$ cat src/rtl/game_flow_ctrl.sv
// Sudoku game-flow controller: IDLE/GAMING/PAUSED/WON/LOST sequencing,
// difficulty-level selection and an elapsed-time counter for display.
module game_flow_ctrl #(
    parameter int TICK_DIV   = 100000000,
    parameter int TIME_W     = 10,
    parameter int TIME_LIMIT = 0,
    parameter int NUM_LEVELS = 4,
    parameter int LEVEL_W    = 2
) (
    input  logic               clk,
    input  logic               rst_n,
    input  logic               btn_c,
    input  logic               btn_u,
    input  logic               btn_d,
    input  logic               quit,
    input  logic               win_tag,
    output logic [2:0]         glob_state,
    output logic               init_tag,
    output logic               sig_newgame,
    output logic [LEVEL_W-1:0] level,
    output logic [TIME_W-1:0]  elapsed,
    output logic               timeout_tag
);

    localparam int PRE_W = (TICK_DIV > 2) ? $clog2(TICK_DIV) : 1;
    localparam logic [PRE_W-1:0] PRE_LAST = PRE_W'(TICK_DIV - 1);
    localparam logic [LEVEL_W-1:0] LVL_MAX = LEVEL_W'(NUM_LEVELS - 1);
    localparam logic [TIME_W-1:0] T_LIM = TIME_W'(TIME_LIMIT);

    typedef enum logic [2:0] {
        S_IDLE   = 3'd0,
        S_GAMING = 3'd1,
        S_PAUSED = 3'd2,
        S_WON    = 3'd3,
        S_LOST   = 3'd4
    } state_t;

    state_t state_q;
    state_t state_d;

    logic               btn_c_q;
    logic               btn_u_q;
    logic               btn_d_q;
    logic               newgame_q;
    logic [LEVEL_W-1:0] level_q;
    logic [TIME_W-1:0]  elapsed_q;
    logic [PRE_W-1:0]   pre_q;

    logic press_c;
    logic press_u;
    logic press_d;
    logic time_up;
    logic new_game;

    assign press_c  = btn_c & ~btn_c_q;
    assign press_u  = btn_u & ~btn_u_q;
    assign press_d  = btn_d & ~btn_d_q;
    assign time_up  = (TIME_LIMIT != 0) && (elapsed_q == T_LIM);
    assign new_game = (state_q == S_IDLE) && (state_d == S_GAMING);

    // quit beats everything, then win, then timeout, then pause
    always_comb begin
        state_d = state_q;
        unique case (state_q)
            S_IDLE: begin
                if (press_c) state_d = S_GAMING;
            end
            S_GAMING: begin
                if (quit)         state_d = S_IDLE;
                else if (win_tag) state_d = S_WON;
                else if (time_up) state_d = S_LOST;
                else if (press_c) state_d = S_PAUSED;
            end
            S_PAUSED: begin
                if (quit)         state_d = S_IDLE;
                else if (press_c) state_d = S_GAMING;
            end
            S_WON, S_LOST: begin
                if (press_c || quit) state_d = S_IDLE;
            end
            default: state_d = S_IDLE;
        endcase
    end

    // edge-detect registers reset high so a held button is not a press
    always_ff @(posedge clk or negedge rst_n) begin
        if (!rst_n) begin
            state_q   <= S_IDLE;
            btn_c_q   <= 1'b1;
            btn_u_q   <= 1'b1;
            btn_d_q   <= 1'b1;
            newgame_q <= 1'b0;
        end else begin
            state_q   <= state_d;
            btn_c_q   <= btn_c;
            btn_u_q   <= btn_u;
            btn_d_q   <= btn_d;
            newgame_q <= new_game;
        end
    end

    always_ff @(posedge clk or negedge rst_n) begin
        if (!rst_n) begin
            level_q <= '0;
        end else if (state_q == S_IDLE) begin
            if (press_u && !press_d && level_q != LVL_MAX)
                level_q <= level_q + 1'b1;
            else if (press_d && !press_u && level_q != '0)
                level_q <= level_q - 1'b1;
        end
    end

    // prescaler only advances in GAMING, so paused time is not counted
    always_ff @(posedge clk or negedge rst_n) begin
        if (!rst_n) begin
            pre_q     <= '0;
            elapsed_q <= '0;
        end else if (new_game) begin
            pre_q     <= '0;
            elapsed_q <= '0;
        end else if (state_q == S_GAMING) begin
            if (pre_q == PRE_LAST) begin
                pre_q <= '0;
                if (elapsed_q != '1)
                    elapsed_q <= elapsed_q + 1'b1;
            end else begin
                pre_q <= pre_q + 1'b1;
            end
        end
    end

    assign glob_state  = state_q;
    assign init_tag    = (state_q == S_GAMING);
    assign timeout_tag = (state_q == S_LOST);
    assign sig_newgame = newgame_q;
    assign level       = level_q;
    assign elapsed     = elapsed_q;

endmodule

$ cat config.mk
export PLATFORM = sky130hd
export DESIGN_NAME = game_flow_ctrl
export DESIGN_NICKNAME = d
export VERILOG_FILES = /design/src/rtl/game_flow_ctrl.sv
export SDC_FILE = /design/constraint.sdc
export NUM_CORES = 1
export LEC_CHECK = 0
export ABC_AREA = 1
export CORE_UTILIZATION = 35
export CTS_BUF_LIST = sky130_fd_sc_hd__clkbuf_4
export DETAILED_ROUTE_END_ITERATION = 6
export PLACE_DENSITY = 0.56
export SYNTH_ARGS = -nofsm -noshare
export SYNTH_HDL_FRONTEND = slang
export SYNTH_SLANG_ARGS = --single-unit
$ cat constraint.sdc
create_clock -name clk -period 1.6 [get_ports clk]
set_input_delay 0.24 -clock clk [delete_from_list [all_inputs] [get_ports clk]]
set_output_delay 0.24 -clock clk [all_outputs]
set_load 0.05 [all_outputs]
==> out/qor.csv <==
metric,value,unit
status,"finished, violations left",
violated checks,negative setup slack,
proportion of synthesized area in mux cells,0,%
sum of negative setup slack,-0.1781,ns
Hold Path Cell Cnt,1,
Area growth syn-to-layout,48.61,%
total half-perimeter wirelength after legalization and detailed placement,5513,um
worst-margin pin slew,0.3640,ns
total overflow reported by the global router,0,
deepest clock path buffer count,2,
Setup Crit Path Kind,reg2out,
fraction of the mapped netlist area in compound gates,7.673,%
Routed wire per std cell,13.06,um
netlist area before placement,2919,um^2
"number of placed instances, taps included",591,
final design utilization,55.00,%
sort of element at the end of the critical path,output port,
worst ir drop on vdd,0.5774,mV
count of boundary I/O pins,25,
critical hold path startpoint,btn_d,
DIE AREA,8710,um^2
setup clock skew after layout,0.02346,ns
Row Count,32,
CTS Root Buffer Type,sky130_fd_sc_hd__clkbuf_4,
final routed DRC violation total,0,
end of the worst hold path,btn_d_q,
detailed-router iteration count before antenna repair,4,
source-to-sink clock delay at the later pin of the worst-skew pair,0.37,ns
number of I/O port buffers,24,
smallest setup slack after layout,-0.1032,ns
wire length of the first global-routing pass,13200,um
Synth Area in XOR/XNOR,0.9001,%
placer's final routability congestion estimate,0.8837,
combined area of the multi-input logic cells,1846,um^2
share of post-route cells with drive strength above 1,40.65,%
"Req. time, crit path",1.36,ns
switching power,1.541,mW
number of warning messages in the yosys log,0,
unrepaired setup endpoints after global routing,yes,
number of cell instances on the worst register-to-register path,9,
portion of total power attributed to the clock network,15.3,%
Initial Util,37.01,%
pins over their slew limit,0,
count of inserted antenna diode cells,0,
Internal Pwr Total,2.298,mW
min cycle time layout,1.703,ns
wire length on met3,202,um
layout filler cell count,735,
fraction of power consumed by sequential logic,39.7,%
number of DRC markers after the initial detailed-route iteration,156,
Yosys top cell area share,36.86,%
Routed Antenna Nets,0,
power consumption,3.839,mW
Total GRT Usage,19.46,%
number of violations of the max-capacitance limit,0,
clock buffer count from CTS,5,
initial antenna violation count,0,
"leading cell type in the layout, fill and taps excluded",sky130_fd_sc_hd__nand2_1,
vertical die dimension,93.33,um
simple-gate portion of the synthesized area,42.99,%
Achievable Freq,587.1,MHz
library cell with the largest summed area after synthesis,sky130_fd_sc_hd__dfrtp_1,
Worst EP arrival,1.46,ns
Reg2Reg Capture Point,pre_q[10],
count of cell types in the netlist,37,
Final Hold Fails,0,
leakage power of the design,1.984,nW
final std cells w/o fill,626,
Power per Cell Area,885.1,nW/um^2
dominant combinational cell family by area after synthesis,simple AND/OR/NAND/NOR gates,
die width,93.33,um
detailed-route wire length,8173,um
maximum fanout along the worst path,3,
total number of vias,3038,
Syn Inst Count,417,
Synth Area per Inst,7.000,um^2
pin count of the biggest net entering global routing,47,
number of clock sinks seen by CTS,46,
cell types occupying the most area after synthesis,"sky130_fd_sc_hd__dfrtp_1 37%, sky130_fd_sc_hd__nand2_1 14%, sky130_fd_sc_hd__nor2_1 9.1%, sky130_fd_sc_hd__nand3_1 6.9%, sky130_fd_sc_hd__inv_1 5.9%",
Relative slew margins,75.68,%
Top Metal Used,met4,
origin of the worst setup path,glob_state[1],
proportion of synthesized chip area in sequential cells,39.56,%
met1 wire length,3810,um
Net Sw Frac,40.14,%
combinational group share of total power,45.0,%
TritonCTS clock tree,built,
"top library cells by usage in the layout, fill and taps aside","96 x sky130_fd_sc_hd__nand2_1, 77 x sky130_fd_sc_hd__buf_4, 51 x sky130_fd_sc_hd__nor2_1, 45 x sky130_fd_sc_hd__inv_1, 36 x sky130_fd_sc_hd__dfrtp_1",
critical register-to-register path startpoint,glob_state[1],
area taken by flip-flops and latches,1164,um^2
Core Region,7888,um^2
class of the tightest hold or removal check,in2reg,
slack of the worst reg-to-reg path,-0.06,ns
via count of the first global-routing pass,2872,
net count of the finished layout,532,
share of the clock period used by the worst path after layout,106.4,%
syn nets,426,
maximum level of the CTS H-tree,2,
post-detailed-route via-to-cell ratio,4.853,
hold_ws,0.2988,ns
Worst setup SP type,flop,
total of flip-flops plus latches after synthesis,46,
"Setup violations, final",3,
Detail Route met2 WL,4013,um
post-CTS clock slew at the launch and capture registers of the worst setup and hold paths,0.15,ns
Post-Synth Adder-Cell Area,0.8573,%
-- worst max-delay path by stage --
stage,cells after the start,endpoint,slack (ns)
floorplan,8,elapsed[9],-0.33
global placement,10,pre_q[21],-0.21
detailed placement,10,pre_q[21],-0.26
CTS,5,init_tag,-0.09
global route,4,init_tag,-0.18
finish,4,init_tag,-0.10
-- per-stage QoR --
step	instance area [um^2]	setup slack, ns
2_1_floorplan	2938	-0.3315
4_1_cts	3900	-0.08833
3_3_place_gp	3670	-0.2100
5_1_grt	4338	-0.1816
3_5_place_dp	3670	-0.2608
6_report	4338	-0.1032
-- sequential cells by signal, summed over array words and instances, names as in the netlist --
signal	count
pre_q	27
elapsed	10
glob_state	3
level	2
btn_c_q	1
btn_d_q	1
btn_u_q	1
sig_newgame	1
-- what timing repair did --
item	4_1_cts	5_1_grt
setup endpoints to repair	31	38
hold buffers	1	0
pin swaps	9	23
gates resized for setup	14	88
buffers inserted	13	12
endpoints found under the hold margin	43	0
cloned	0	1
-- synthesized netlist by cell type, drive strengths merged --
cell type	number
o211ai	2
o21bai	1
nand2	116
o41ai	1
o21ai	19
dfrtp	43
dfstp	3
nor3	18
or2	5
ha	2
xor2	2
inv	48
buf	6
nor3b	1
a31oi	1
nor2	79
o31ai	1
nand3b	3
nand3	42
xnor2	1
nand4	8
a21oi	10
nor4	1
clkinv	1
and3	3
-- power by group through the flow --
stage               registers [mW]  logic, mW  clock network [mW]
finish                        1.52       1.73               0.586
global route                  1.55       1.87               0.668
CTS                           1.50       1.52               0.607
global placement              1.52       1.39                   0
floorplan                     1.77      0.548                   0
detailed placement            1.52       1.40                   0
-- logic make-up after synthesis --
| group | Yosys count |
|---|---|
| simple gates | 276 |
| compound gates | 35 |
| flops | 46 |
| fa+ha+maj | 2 |
| buf+inv | 55 |
| xor+xnor | 3 |
-- per-layer routing --
| layer | vias up | GRT usage, % |
|---|---|---|
| li1 | 1551 | - |
| met1 | 1435 | 24.75 |
| met2 | 40 | 33.88 |
| met3 | 12 | 3.252 |
| met4 | 0 | 5.385 |
| met5 | - | 0 |
-- worst max-delay path, cell delays in order, from the launching register on --
cell                      delay, ns
sky130_fd_sc_hd__dfrtp_2       0.45
sky130_fd_sc_hd__buf_6         0.13
sky130_fd_sc_hd__nor3_4        0.25
sky130_fd_sc_hd__buf_6         0.15
sky130_fd_sc_hd__buf_12        0.12
-- cell type report --
type	instances	area share (%)
clock buffer	6	1.038
clock inverter	2	0.2307
inverter	49	4.355
multi-input combinational	316	42.54
sequential	46	26.82
tap	102	2.942
timing repair buffer	105	22.07
No activity file was read; power rests on OpenSTA's default activity.
